**config.mk**
```make
export PLATFORM = sky130hd
export DESIGN_NAME = fft_result_collector
export DESIGN_NICKNAME = d
export VERILOG_FILES = /design/src/rtl/fft_pkg.sv /design/src/rtl/fft_bin_ram.sv /design/src/rtl/fft_result_collector.sv
export SDC_FILE = /design/constraint.sdc
export NUM_CORES = 1
export LEC_CHECK = 0
export CORE_AREA = 2 2 280 282
export CTS_BUF_LIST = sky130_fd_sc_hd__clkbuf_2 sky130_fd_sc_hd__clkbuf_4 sky130_fd_sc_hd__clkbuf_8
export CTS_CLUSTER_DIAMETER = 150
export CTS_CLUSTER_SIZE = 14
export DETAILED_ROUTE_END_ITERATION = 6
export DIE_AREA = 0 0 282 284
export HOLD_SLACK_MARGIN = 0.08
export PLACE_DENSITY = 0.76
export SETUP_SLACK_MARGIN = 0.02
export SLEW_MARGIN = 0
export SYNTH_ARGS = -nofsm -noshare
export SYNTH_HDL_FRONTEND = slang
export SYNTH_SLANG_ARGS = --single-unit
```
**constraint.sdc**
```tcl
create_clock -name clk -period 6.63 [get_ports clk]
set_input_delay 1.6575 -clock clk [delete_from_list [all_inputs] [get_ports clk]]
set_output_delay 1.6575 -clock clk [all_outputs]
set_load 0.02 [all_outputs]
```
**src/rtl/fft_pkg.sv**
```systemverilog
// Shared constants and types for the FFT result collector.
package fft_pkg;

  localparam int unsigned FFT_N       = 32;
  localparam int unsigned FFT_OUT_W   = 17;
  localparam int unsigned FFT_AW      = 5;
  localparam int unsigned FFT_GAP_MAX = 15;
  localparam int unsigned FFT_GAP_W   = $clog2(FFT_GAP_MAX + 1);

  typedef enum logic [1:0] {
    IDLE   = 2'd0,
    CAP_RE = 2'd1,
    CAP_IM = 2'd2,
    DONE   = 2'd3
  } state_t;

  typedef struct packed {
    logic [FFT_OUT_W-1:0] re;
    logic [FFT_OUT_W-1:0] im;
  } bin_t;

endpackage

```
**src/rtl/fft_bin_ram.sv**
```systemverilog
// N x 2W bin storage: independent real/imag write enables, one registered read port.
module fft_bin_ram
  import fft_pkg::*;
(
  input  logic              clk,
  input  logic              rst,
  input  logic              i_we_re,
  input  logic              i_we_im,
  input  logic [FFT_AW-1:0] i_waddr,
  input  bin_t              i_wdata,
  input  logic              i_rd_en,
  input  logic [FFT_AW-1:0] i_raddr,
  output bin_t              o_rdata
);

  logic [FFT_OUT_W-1:0] r_mem_re [FFT_N];
  logic [FFT_OUT_W-1:0] r_mem_im [FFT_N];
  bin_t                 r_rdata;

  // Storage itself is not reset; its contents are meaningless until written.
  always_ff @(posedge clk) begin
    if (i_we_re) r_mem_re[i_waddr] <= i_wdata.re;
    if (i_we_im) r_mem_im[i_waddr] <= i_wdata.im;
  end

  // Read data holds its last value when no read is accepted.
  always_ff @(posedge clk) begin
    if (rst) begin
      r_rdata <= '0;
    end else if (i_rd_en) begin
      r_rdata.re <= r_mem_re[i_raddr];
      r_rdata.im <= r_mem_im[i_raddr];
    end
  end

  assign o_rdata = r_rdata;

endmodule

```
**src/rtl/fft_result_collector.sv**
```systemverilog
// Captures a serial FFT result frame (N real then N imag words) and holds it for
// random-access readout until the consumer clears it.
module fft_result_collector
  import fft_pkg::*;
(
  input  logic                 clk,
  input  logic                 rst,
  input  logic                 finish_i,
  input  logic [FFT_OUT_W-1:0] answer_i,
  input  logic                 clr_i,
  input  logic                 rd_en_i,
  input  logic [FFT_AW-1:0]    rd_addr_i,
  output logic                 rd_valid_o,
  output logic [FFT_OUT_W-1:0] rd_re_o,
  output logic [FFT_OUT_W-1:0] rd_im_o,
  output logic                 frame_done_o,
  output logic                 busy_o,
  output logic                 overrun_o,
  output logic                 abort_o
);

  localparam logic [FFT_AW-1:0]    LAST_IDX = FFT_AW'(FFT_N - 1);
  localparam logic [FFT_GAP_W-1:0] GAP_LAST = FFT_GAP_W'(FFT_GAP_MAX - 1);

  state_t                r_state;
  state_t                w_state_nxt;
  logic [FFT_AW-1:0]     r_cnt;
  logic [FFT_AW-1:0]     w_cnt_nxt;
  logic [FFT_GAP_W-1:0]  r_gap;
  logic [FFT_GAP_W-1:0]  w_gap_nxt;
  logic [FFT_AW-1:0]     w_waddr;
  logic                  w_we_re;
  logic                  w_we_im;
  logic                  w_rd_acc;
  logic                  w_set_ovr;
  logic                  w_set_abort;
  logic                  r_rd_valid;
  logic                  r_done;
  logic                  r_busy;
  logic                  r_ovr;
  logic                  r_abort;
  bin_t                  w_wdata;
  bin_t                  w_rdata;

  always_ff @(posedge clk) begin
    if (rst) r_state <= IDLE;
    else     r_state <= w_state_nxt;
  end

  always_comb begin
    w_state_nxt = r_state;
    w_cnt_nxt   = r_cnt;
    w_gap_nxt   = r_gap;
    w_waddr     = r_cnt;
    w_we_re     = 1'b0;
    w_we_im     = 1'b0;
    w_rd_acc    = 1'b0;
    w_set_ovr   = 1'b0;
    w_set_abort = 1'b0;
    case (r_state)
      IDLE: begin
        w_waddr = '0;
        if (finish_i) begin
          w_we_re     = 1'b1;
          w_cnt_nxt   = FFT_AW'(1);
          w_gap_nxt   = '0;
          w_state_nxt = CAP_RE;
        end
      end
      CAP_RE, CAP_IM: begin
        if (finish_i) begin
          w_we_re   = (r_state == CAP_RE);
          w_we_im   = (r_state == CAP_IM);
          w_gap_nxt = '0;
          w_cnt_nxt = r_cnt + FFT_AW'(1);
          if (r_cnt == LAST_IDX)
            w_state_nxt = (r_state == CAP_RE) ? CAP_IM : DONE;
        end else if (r_gap == GAP_LAST) begin
          // Gap timeout: drop the partial frame.
          w_set_abort = 1'b1;
          w_cnt_nxt   = '0;
          w_gap_nxt   = '0;
          w_state_nxt = IDLE;
        end else begin
          w_gap_nxt = r_gap + FFT_GAP_W'(1);
        end
      end
      DONE: begin
        // Memory is frozen; late words are dropped and flagged, clear wins.
        w_rd_acc  = rd_en_i;
        w_set_ovr = finish_i;
        if (clr_i) begin
          w_cnt_nxt   = '0;
          w_state_nxt = IDLE;
        end
      end
      default: w_state_nxt = IDLE;
    endcase
  end

  always_ff @(posedge clk) begin
    if (rst) begin
      r_cnt      <= '0;
      r_gap      <= '0;
      r_rd_valid <= 1'b0;
      r_done     <= 1'b0;
      r_busy     <= 1'b0;
      r_ovr      <= 1'b0;
      r_abort    <= 1'b0;
    end else begin
      r_cnt      <= w_cnt_nxt;
      r_gap      <= w_gap_nxt;
      r_rd_valid <= w_rd_acc;
      r_done     <= (w_state_nxt == DONE);
      r_busy     <= (w_state_nxt == CAP_RE) || (w_state_nxt == CAP_IM);
      r_ovr      <= r_ovr | w_set_ovr;
      r_abort    <= r_abort | w_set_abort;
    end
  end

  assign w_wdata.re = answer_i;
  assign w_wdata.im = answer_i;

  fft_bin_ram u_ram (
    .clk     (clk),
    .rst     (rst),
    .i_we_re (w_we_re),
    .i_we_im (w_we_im),
    .i_waddr (w_waddr),
    .i_wdata (w_wdata),
    .i_rd_en (w_rd_acc),
    .i_raddr (rd_addr_i),
    .o_rdata (w_rdata)
  );

  assign rd_valid_o   = r_rd_valid;
  assign rd_re_o      = w_rdata.re;
  assign rd_im_o      = w_rdata.im;
  assign frame_done_o = r_done;
  assign busy_o       = r_busy;
  assign overrun_o    = r_ovr;
  assign abort_o      = r_abort;

endmodule
```
==> results of run 1 <==
## synth_stat cells (all sizes together)
cell / n
nor3b: 2
xor2: 2
or2: 2
nor2b: 15
edfxtp: 1088
nand2b: 2
mux2i: 544
xnor2: 1
nand3: 9
a22o: 1
ha: 10
nand4b: 1
clkbuf: 65
and2: 4
nor3: 2
buf: 87
a22oi: 272
or4: 35
o21ai: 3
and3: 1
o22ai: 1
nand2: 23
inv: 3
nor2: 113
a21oi: 144
a41oi: 1
a221oi: 1
a21o: 3
o21bai: 1
nand4: 1
dfxtp: 50
a211oi: 36
## state kept, by name (all words and copies together) (netlist names)
signal and cells:
u_ram.r_mem_im 544, u_ram.r_mem_re 544, u_ram.o_rdata 34, r_cnt 5
r_gap 4, r_state 2, abort_o 1, busy_o 1
frame_done_o 1, overrun_o 1, rd_valid_o 1
## worst min path at each step
| stage | from | endpoint | slack [ns] | cells past startpoint |
|---|---|---|---|---|
| after CTS | u_ram.o_rdata[12] | u_ram.o_rdata[12] | 0.51 | 2 |
| final | u_ram.o_rdata[12] | u_ram.o_rdata[12] | 0.50 | 2 |
| after global routing | u_ram.o_rdata[6] | u_ram.o_rdata[6] | 0.54 | 2 |
| after global placement | overrun_o | overrun_o | 0.47 | 2 |
| after detailed placement | u_ram.o_rdata[12] | u_ram.o_rdata[12] | 0.49 | 2 |
| after floorplan | r_cnt[3] | r_cnt[3] | 0.49 | 2 |
## final cells by class
cell class	instances	area, µm²	area share, %
inverter	3	11.26	0.02346
clock buffer	162	1792	3.733
multi-input combinational	1230	9767	20.35
timing repair buffer	161	1424	2.966
antenna	2	5.005	0.01043
sequential	1138	33670	70.15
tap	1040	1301	2.711
clock inverter	3	27.53	0.05735
## power by group
part	internal, W	switching (W)
Sequential	0.00787	0.00000622
Clock	0.00170	0.00217
Combinational	0.000202	0.000436
## logic make-up after synthesis
family	Yosys count	share of synthesized area, %
mux	544	12.30
fa+ha+maj	10	0.2827
simple gates	210	2.279
xor+xnor	3	0.05939
buf+inv	155	1.954
flops	1138	76.09
compound gates	463	7.029
## worst max-delay path, delay by kind of cell
kind          cells  cell delay, ns
buf+inv           2            1.12
simple gates      5            1.67
## per-stage QoR
stage / instance area, µm² / cells / worst slack (ns) / util [%]
3_5_place_dp: 46180 / 3572 / 1.901 / 60.00
2_1_floorplan: 44250 / 2523 / 2.636 / -
3_3_place_gp: 46180 / 3572 / 1.934 / 60.00
6_report: 48000 / 3739 / 2.579 / 62.37
5_1_grt: 48000 / 3738 / 2.401 / 62.37
4_1_cts: 47990 / 3737 / 2.678 / 62.37
## routing by layer
layer / vias up / wire length [µm] / track usage [%]
met3: 188 / 6844 / 3.087
met2: 972 / 49620 / 40.98
met1: 11860 / 39330 / 33.54
met4: 2 / 4613 / 11.10
li1: 10250 / - / -
met5: - / 16 / 0
==> impl_results.md, run 1 <==
* Run status: finished clean
* Number of placement rows at 102
* Total negative slack at 0 ns
* Initial drt markers at 2550
* Via Count at 23280
* Number of distinct library cells after synthesis at 35
* Peak VDD IR at 0.2048 mV
* GP Congestion at 0.8487
* CTS Sinks at 1138
* Cts hold-fix bufs at 0
* CTS H-tree lvls at 3
* Initial core utilization at 57.50%
* GRT Total Usage at 24.92%
* Area contributors post-synth: edfxtp_1, mux2i_1, a22oi_1
* Fmax at 246.8 MHz
* Drt drc at 0
* Slew margin rel. at 11.54%
* Largest net degree at the start of global routing at 117
* Vias/cell at 6.225
* Nets at 2662
* Final setup violation count at 0
* HP Class: register to register
* Crit Path Category: input pin to register
* Crit path to: u_ram.r_mem_re[23][9]
* Reg2reg end: u_ram.r_mem_im[29][13]
* Initial antenna violation count at 5
* Net count after synthesis at 2560
* WP data required at 7.04 ns
* Clock transition at the registers of the reported paths at 0.09 ns
* Clk buf depth at 3
* Die width at 282 µm
* Port bufs at 65
* Setup repair after global routing missed its margin: no
* Hold Slack at 0.5034 ns
* Synth warnings at 0
* Clock Latency Late Sink at 0.72 ns
* CP Max Fanout at 13
* Crit path from: finish_i
* Clock Skew at 0.03876 ns
* Post-CTS Setup Inserts at 0
* Commonest non-fill, non-tap cell in the layout: edfxtp_1
* Placed wire-length estimate at 57.21 mm
* Vias in the first global route at 22810
* Root Driver: clkbuf_8
* Inserted Clock Buffers at 91
* IO Pins at 66
* Core area at 76960 µm²
* Most frequent cells in the layout: edfxtp_1, mux2i_1, a22oi_1
* Slew Limit Fails at 0
* Critical path's slowest cell: clkdlybuf4s50_1
* CTS tree: yes
* Leakage at 16.35 nW
* Register bit total from synthesis at 1138
* CTS resizes at 0
* Seq/Total Area, Yosys at 76.09%
* Tmin final at 4.051 ns
* Synth-to-Final Area Change at 8.468%
* Share of layout cells above drive strength 1 at 10.98%
* Syn Inst Count at 2523
* Total grt overflow at 0
* Startpoint Class: input pin
* ANT nets after route at 0
* CP Cell Sequence: clkdlybuf4s50_1 -> nand2_1 -> or2_2 -> nor3b_1 -> nand3_1 -> nor2_1 -> buf_4
* Final Hold Violating Endpoints at 0
* Worst r2r path cells at 6
* Wirelength per Cell at 26.86 µm
* Die area at 80090 µm²
* MaxCap Viol Count at 0
* Worst-Margin Slew at 1.327 ns
* Power per cell area at 257.8 nW/µm²
* Worst setup EP type: register
* PnR Total Power at 0.01237 W
* Detailed Route WL at 100.4 mm
* Die Y at 284 µm
* Peak per-stage delay on the critical path at 0.83 ns
* Synthesized cell area at 44250 µm²
* Syn avg cell area at 17.54 µm²
* Post-synth top area cell: edfxtp_1
* First-pass GRT wire length at 146.6 mm
* Detailed Routing Iterations Pass 1 at 6
* Proportion of netlist area held by the largest area contributor at 73.83%
* R2r setup slk at 3.42 ns
* Reg2reg start: r_state[0]
* Arrival @ worst endpoint at 4.46 ns
* # fillers at 5356
* Final Cycle Share at 61.10%
Note: power is estimated with default switching activity, not from simulation.
==> inputs of run 2 (changes only) <==
Settings changed: PLACE_DENSITY 0.76 to 0.79.
Clock period 6.63 ns to 3.7 ns, I/O delays scaled along.
==> impl_results.md, run 2 (synthesized netlist as in run 1, its figures left out) <==
* Total grt overflow at 0 (unchanged)
* GRT Total Usage at 26.13% (+1.2 points)
* Vias/cell at 6.318 (+1.5%)
* Detailed Route WL at 105.4 mm (+5.0%)
* Initial core utilization at 57.50% (unchanged)
* Port bufs at 65 (unchanged)
* Tmin final at 3.064 ns
* Setup repair after global routing missed its margin: no
* Post-layout instance count excluding filler cells at 3833 (+2.5%)
* Clock transition at the registers of the reported paths at 0.09 ns (about the same)
* WP data required at 4.12 ns (-2.92 ns)
* Initial drt markers at 2911 (+14%)
* Number of placement rows at 102 (unchanged)
* Final Cycle Share at 82.82%
* Via Count at 24220 (+4.0%)
* GP Congestion at 0.9439 (+11%)
* Die area at 80090 µm² (unchanged)
* Worst setup EP type: register
* Commonest non-fill, non-tap cell in the layout: edfxtp_1
* Startpoint Class: register
* # fillers at 5130 (-4.2%)
* Leakage at 16.93 nW (+3.5%)
* Nets at 2754 (+3.5%)
* Fmax at 326.3 MHz
* Cts hold-fix bufs at 0 (unchanged)
* Core area at 76960 µm² (unchanged)
* Most frequent cells in the layout: edfxtp_1, mux2i_1, a22oi_1
* Initial antenna violation count at 9 (+4)
* Vias in the first global route at 23820 (+4.4%)
* Drt drc at 0 (unchanged)
* Final Hold Violating Endpoints at 0 (unchanged)
* Die width at 282 µm (unchanged)
* Inserted Clock Buffers at 91 (unchanged)
* Run status: finished clean
* Final setup violation count at 0 (unchanged)
* Slew Limit Fails at 0 (unchanged)
* First-pass GRT wire length at 153.2 mm (+4.5%)
* HP Class: register to register
* Power per cell area at 455.9 nW/µm² (+77%)
* Flip-flop and latch area at 33670 µm² (unchanged)
* Clock Skew at 0.03224 ns (-0.006526 ns)
* Synth-to-Final Area Change at 10.75%
* Crit Path Category: register to register
* PnR Total Power at 0.02234 W (+81%)
* CP Max Fanout at 12 (-1)
* Clock Latency Late Sink at 0.74 ns (+0.02 ns)
* Root Driver: clkbuf_8
* Placed wire-length estimate at 64.65 mm (+13%)
* MaxCap Viol Count at 0 (unchanged)
* Multi-input gate area at 9754 µm² (-0.13%)
* CTS H-tree lvls at 3 (unchanged)
* DP Cell Count at 3664 (+2.6%)
* Share of layout cells above drive strength 1 at 13.79% (+2.8 points)
* Wirelength per Cell at 27.51 µm (+2.4%)
* Peak VDD IR at 0.4357 mV (+110%)
* Detailed Routing Iterations Pass 1 at 5 (-1)
* Clk buf depth at 3 (unchanged)
* ANT nets after route at 0 (unchanged)
* Place WS at 0.03539 ns (-1.866 ns)
* Arrival @ worst endpoint at 3.48 ns (-0.98 ns)
* CTS Sinks at 1138 (unchanged)
* Die Y at 284 µm (unchanged)
* IO Pins at 66 (unchanged)
* Setup ws final at 0.6356 ns (-1.943 ns)
* CTS resizes at 0 (unchanged)
* Worst-Margin Slew at 1.265 ns (-0.06240 ns)
* Slew margin rel. at 15.70% (+4.2 points)
* CTS tree: yes
* Largest net degree at the start of global routing at 65 (-44%)
* Total negative slack at 0 ns (unchanged)
* Post-CTS Setup Inserts at 0 (unchanged)
-- run 2: changes by cell type in the layout (fill, tap and decap cells not counted), moves of 2 or more --
| cell | previous run | this run |
|---|---|---|
| nor2_1 | 104 | 110 |
| inv_6 | 1 | 4 |
| buf_12 | 11 | 36 |
| buf_4 | 85 | 152 |
| clkbuf_4 | 70 | 68 |
| nor2_2 | 8 | 2 |
| inv_8 | 1 | 3 |
-- run 2: final timing paths --
path                            cells past startpoint                    end  slack [ns]        from
worst max-delay path                                9  u_ram.r_mem_re[2][14]        0.64  r_state[0]
worst min-delay path                                2              overrun_o        0.50   overrun_o
worst max register to register                      9  u_ram.r_mem_re[2][14]        0.64  r_state[0]
worst min register to register                      2              overrun_o        0.50   overrun_o
-- run 2: where the power goes --
group / internal [W] / switching, W / total [W]
registers: 0.0141 / 0.0000119 / 0.0141
logic: 0.000442 / 0.000819 / 0.00126
clock network: 0.00303 / 0.00395 / 0.00697
total: 0.0176 / 0.00478 / 0.0223
-- run 2: final cells by class --
class	count	area share [%]
flip-flops and latches	1138	68.70
inverters	3	0.02298
diodes	2	0.01021
repair buffers	253	4.953
clock inverters	8	0.1557
multi-input cells	1230	19.90
well taps	1040	2.655
clock buffers	159	3.597
-- run 2: critical path, stage by stage (launching register included) --
cell	delay, ns
dfxtp_1	0.44
inv_1	0.10
ha_1	0.37
nand2_1	0.12
or2_2	0.31
nor3b_1	0.35
buf_4	0.19
nand2_1	0.24
nor2_1	0.33
buf_4	0.29
-- run 2: through the flow --
step                      area (µm²)  hold slack, ns  util (%)
after detailed placement       47170          0.4864     61.29
after CTS                      49010          0.5108     63.68
final                          49010          0.5040     63.69
after floorplan                44250          0.4870         -
after global placement         47170          0.4680     61.29
after global routing           49010          0.5276     63.68
-- run 2: per-layer routing --
layer	part of all wire (%)	GRT usage, %	wire length [µm]	up-vias
li1	-	-	-	10450
met1	38	34.53	39760	12240
met2	50	43.80	52330	1296
met3	8.6	4.042	9050	227
met4	4.0	10.04	4225	12
met5	0.075	0	79	-
==> RTL edit 1 (flow settings as in run 2) <==
Add an input register stage for `finish_i`, `answer_i`, `clr_i`, `rd_en_i` and `rd_addr_i`, without a reset; this delays them by one clock.
--- a/src/rtl/fft_result_collector.sv
+++ b/src/rtl/fft_result_collector.sv
@@ -21,6 +21,20 @@
 
   localparam logic [FFT_AW-1:0]    LAST_IDX = FFT_AW'(FFT_N - 1);
   localparam logic [FFT_GAP_W-1:0] GAP_LAST = FFT_GAP_W'(FFT_GAP_MAX - 1);
+
+  logic finish_q;
+  logic [FFT_OUT_W-1:0] answer_q;
+  logic clr_q;
+  logic rd_en_q;
+  logic [FFT_AW-1:0] rd_addr_q;
+
+  always_ff @(posedge clk) begin
+    finish_q  <= finish_i;
+    answer_q  <= answer_i;
+    clr_q     <= clr_i;
+    rd_en_q   <= rd_en_i;
+    rd_addr_q <= rd_addr_i;
+  end
 
   state_t                r_state;
   state_t                w_state_nxt;
@@ -60,7 +74,7 @@
     case (r_state)
       IDLE: begin
         w_waddr = '0;
-        if (finish_i) begin
+        if (finish_q) begin
           w_we_re     = 1'b1;
           w_cnt_nxt   = FFT_AW'(1);
           w_gap_nxt   = '0;
@@ -68,7 +82,7 @@
         end
       end
       CAP_RE, CAP_IM: begin
-        if (finish_i) begin
+        if (finish_q) begin
           w_we_re   = (r_state == CAP_RE);
           w_we_im   = (r_state == CAP_IM);
           w_gap_nxt = '0;
@@ -87,9 +101,9 @@
       end
       DONE: begin
         // Memory is frozen; late words are dropped and flagged, clear wins.
-        w_rd_acc  = rd_en_i;
-        w_set_ovr = finish_i;
-        if (clr_i) begin
+        w_rd_acc  = rd_en_q;
+        w_set_ovr = finish_q;
+        if (clr_q) begin
           w_cnt_nxt   = '0;
           w_state_nxt = IDLE;
         end
@@ -118,8 +132,8 @@
     end
   end
 
-  assign w_wdata.re = answer_i;
-  assign w_wdata.im = answer_i;
+  assign w_wdata.re = answer_q;
+  assign w_wdata.im = answer_q;
 
   fft_bin_ram u_ram (
     .clk     (clk),
@@ -129,7 +143,7 @@
     .i_waddr (w_waddr),
     .i_wdata (w_wdata),
     .i_rd_en (w_rd_acc),
-    .i_raddr (rd_addr_i),
+    .i_raddr (rd_addr_q),
     .o_rdata (w_rdata)
   );
 
Function: changed (Yosys sat finds a counterexample within 4 cycles, from zero or initial values and one cycle with rst high).
==> RTL edit 1 against run 2 <==
Setup slack worse by 0.18 ns; cell area about the same; cell count fell by 0.73%; power is 2.0% higher; synthesized area up 1.2%; clock power rose by 3%; routed wire length down 0.64%; sequential cell count increased by 25; via count increased by 0.31%; critical path type unchanged; highest routed layer is now met4.
==> RTL edit 1: results (changes against run 2) <==
In the post-synthesis netlist, the biggest area contributors are sky130_fd_sc_hd__edfxtp_1 73%, sky130_fd_sc_hd__mux2i_1 12%, sky130_fd_sc_hd__a22oi_1 4.6%. The count of routing violations after the opening detailed-route iteration came out at 2791 (-4.1%). The run finished with clean final reports.

The run gives 0.322 mV (-26%) as the worst voltage drop across the vdd grid. The placed wire-length estimate after detailed placement came out at 63700 um (-1.5%). Number of filler instances in the final layout: 5219 (+1.7%). The global placer's final weighted congestion is 0.934 (-1.1%), and the setup slack of the worst register-to-register path is 0.45 ns (-0.18 ns). The per-cell via count in the routed design is 6.38 (+1.0%), and the number of nets produced by synthesis is 2582 (+0.86%). The wire length of the first global-routing pass is 151000 um (-1.2%), and the setup clock skew after layout is 0.0272 ns (-0.00505 ns). The CTS buffer count was 93 (+2.2%); the slew of the pin with the lowest slew margin was 1.31 ns (+0.0433 ns).

The slowest stage cell on the critical path was sky130_fd_sc_hd__nor2_1. For the area after detailed placement, the log shows 0.0471 mm2 (-0.11%). Depth of the worst register-to-register path: 8 (-1). The run gives 2 (-7) as the initial antenna violation count.

The number of nets in the finished design was 2722 (-1.2%). The most critical setup path has its endpoint at u_ram.r_mem_re[29][16]. The fraction of final layout cells sized beyond drive strength 1 was 12.0% (-1.7 points); the maximum single-stage delay on the critical path was 0.50 ns (+0.06 ns). Average wire length per cell after detail routing: 27.5 um (about the same).

The global routing usage summed across all routing layers came out at 26.0% (-0.18 points). Number of optimization iterations in the first detailed-route pass: 7 (+2). The pin count of the biggest net entering global routing is 70 (+7.7%), and the sequential fraction of the synthesis area is 76.3% (+0.22 points). The data arrival time of the critical path was 3.67 ns (+0.19 ns). The commonest cells after synthesis are 1088 x sky130_fd_sc_hd__edfxtp_1, 544 x sky130_fd_sc_hd__mux2i_1, 272 x sky130_fd_sc_hd__a22oi_1. Cell leakage power: 0.0168 uW (-0.71%).
RTL edit 1: cell types whose count changed in the layout (fill, tap and decap cells not counted), sizes merged, moves of 2 or more:
cell	run 2	this run
buf	207	133
clkbuf	159	169
clkdlybuf4s50	46	64
clkinvlp	1	3
dfxtp	50	75
inv	10	4
nand2	23	19
nand2b	2	4
RTL edit 1: tightest hold or removal path: stages (launching register included):
cell and delay, ns:
sky130_fd_sc_hd__dfxtp_1 0.34, sky130_fd_sc_hd__a41oi_1 0.05, sky130_fd_sc_hd__nor2_1 0.08
RTL edit 1: final cells by class:
type	instances	area share [%]
antenna	1	0.00510
clock buffer	169	3.81
clock inverter	5	0.0970
inverter	3	0.0230
multi-input combinational	1227	19.9
sequential	1163	69.7
tap	1040	2.65
timing repair buffer	197	3.80
RTL edit 1: worst min-delay path by stage:
stage                          start               end  slack, ns
detailed placement         overrun_o         overrun_o       0.47
CTS                        overrun_o         overrun_o       0.50
global route        u_ram.o_rdata[9]  u_ram.o_rdata[9]       0.53
finish                       abort_o           abort_o       0.50
floorplan                   r_cnt[3]          r_cnt[3]       0.47
global placement             abort_o           abort_o       0.46
RTL edit 1: metrics by stage:
step	setup slack [ns]	std cells	utilization (%)	hold WS (ns)	power, uW
3_5_place_dp	0.586	3630	61.2	0.471	15900
2_1_floorplan	0.825	2545	-	0.469	15500
4_1_cts	0.531	3804	63.7	0.502	22800
3_3_place_gp	0.685	3630	61.2	0.462	15900
5_1_grt	0.276	3805	63.7	0.531	23400
6_report	0.451	3805	63.7	0.498	22800
RTL edit 1: logic make-up (layout without fill, tap and decap cells):
kind of cell | after synthesis | in the layout | synth area share, %
other | 0 | 1 | 0
xor gates and xnor gates | 3 | 3 | 0.0587
DFF | 1163 | 1163 | 76.3
AOI/OAI and AO/OA | 463 | 463 | 6.95
adders and majority gates | 10 | 10 | 0.279
muxes | 544 | 544 | 12.2
and+or+nand+nor | 207 | 207 | 2.24
buffers and inverters | 155 | 374 | 2.00
RTL edit 1: where the power goes:
part	internal (uW)	total [uW]	switching, uW	leakage [uW]
Clock	3170	7160	3990	0.00104
Combinational	398	1080	683	0.00537
Sequential	14400	14500	168	0.0104
RTL edit 1: routing by layer:
layer | up-vias | track usage [%] | part of all wire (%)
li1 | 10400 | - | -
met1 | 12300 | 36.2 | 39
met2 | 1362 | 41.6 | 48
met3 | 204 | 3.72 | 8.6
met4 | 0 | 10.4 | 4.1
met5 | - | 0 | 0
==> RTL edit 2 (flow settings as in run 2) <==
Without the edit above. Set the package constant `FFT_OUT_W` to 15 (it was 17).
--- a/src/rtl/fft_pkg.sv
+++ b/src/rtl/fft_pkg.sv
@@ -2,7 +2,7 @@
 package fft_pkg;
 
   localparam int unsigned FFT_N       = 32;
-  localparam int unsigned FFT_OUT_W   = 17;
+  localparam int unsigned FFT_OUT_W   = 15;
   localparam int unsigned FFT_AW      = 5;
   localparam int unsigned FFT_GAP_MAX = 15;
   localparam int unsigned FFT_GAP_W   = $clog2(FFT_GAP_MAX + 1);
Ports: changed (resized answer_i, rd_im_o and rd_re_o); port bits go from 66 to 60. The function was not compared with the original's and may differ.
==> RTL edit 2 against run 2 <==
Cell area down 11%; synthesized area shrank 11%; sequential cell count is 132 lower; largest cell class unchanged; routed wire length shrank 15%; non-clock buffer count down 36; cell count is 8.2% lower; combinational power is 12% lower; sequential power fell by 11%; die area is the same; setup slack got worse by 0.38 ns; power fell by 12%.
==> RTL edit 2: results (changes against run 2) <==
Number of enable flip-flop cells after synthesis: 960 (-12%). The commonest cells after synthesis are 960 x sky130_fd_sc_hd__edfxtp_1, 480 x sky130_fd_sc_hd__mux2i_1, 240 x sky130_fd_sc_hd__a22oi_1. For the pin count of the biggest net entering global routing, the log shows 66 (+1.5%). The total length of routed met2 wires came out at 43800 um (-16%). The flip-flop and latch count after synthesis is 1006 (-12%). The run gives 75.8% (-0.34 points) as the sequential fraction of the synthesis area. The CTS buffer count is 81 (-11%), and the global routing usage summed across all routing layers is 22.3% (-3.9 points). The cell leakage power is 0.0150 uW (-12%), and the area after detailed placement is 0.0421 mm2 (-11%). Non-clock buffer share of cell area: 5.24% (+0.28 points). On the critical path, the stage with the largest delay is an instance of sky130_fd_sc_hd__clkdlybuf4s50_1.

The wire length of the first global-routing pass is 133000 um (-13%), and the number of placed instances with taps included is 3377 (-7.8%). The multiplexer fraction of the synthesized cell area works out to 12.2% (-0.070 points). The maximum single-stage delay on the critical path is 0.69 ns (+0.25 ns). The data arrival time of the critical path was 3.82 ns (+0.34 ns); the count of plain and timing-repair buffers was 217 (-14%). The fraction of final layout cells sized beyond drive strength 1 came out at 13.5% (-0.28 points). The length of routed wiring on met1 was 36100 um (-9.2%); the xor and xnor fraction of the mapped netlist area was 0% (-0.059 points). Non-clock inverter count in the final layout: 4 (+1). By area the synthesized netlist is led by sky130_fd_sc_hd__edfxtp_1 73%, sky130_fd_sc_hd__mux2i_1 12%, sky130_fd_sc_hd__a22oi_1 4.6%.

The clock group power is 6080 uW (-13%), and the number of buffers inserted by port buffering is 59 (-9.2%). The run finished with clean final reports. The run gives 30.4% (-4.2 points) as the met1 track demand over resource. The switching portion of total power works out to 21.1% (-0.27 points). The tools report the count of placed standard cells in the final layout, fillers left out as 3520 (-8.2%). The count of routing violations after the opening detailed-route iteration was 2526 (-13%); the placed wire-length estimate after detailed placement was 55300 um (-14%). The compound-gate portion of the synthesized area is 7.17% (+0.14 points). For the number of multi-input combinational cells in the layout, the log shows 1110 (-9.8%). For the antenna diode count, the log shows 1 (-1). The power in sequential cells was 12500 uW (-11%).
## RTL edit 2: changes by cell type after synthesis, moves of 7 or more
cell                       delta
sky130_fd_sc_hd__a211oi_1    -14
sky130_fd_sc_hd__a211oi_2     +9
sky130_fd_sc_hd__a21oi_1     -12
sky130_fd_sc_hd__a22oi_1     -32
sky130_fd_sc_hd__buf_1       -12
sky130_fd_sc_hd__buf_2        -9
sky130_fd_sc_hd__buf_4        -7
sky130_fd_sc_hd__clkbuf_1    +10
sky130_fd_sc_hd__edfxtp_1   -128
sky130_fd_sc_hd__mux2i_1     -64
## RTL edit 2: path summary, 6_finish.rpt
| path | from | to |
|---|---|---|
| setup / recovery | finish_i | u_ram.r_mem_re[13][8] |
| hold / removal | u_ram.o_rdata[27] | u_ram.o_rdata[27] |
| setup reg to reg | r_state[0] | u_ram.r_mem_re[13][8] |
| hold reg to reg | u_ram.o_rdata[27] | u_ram.o_rdata[27] |
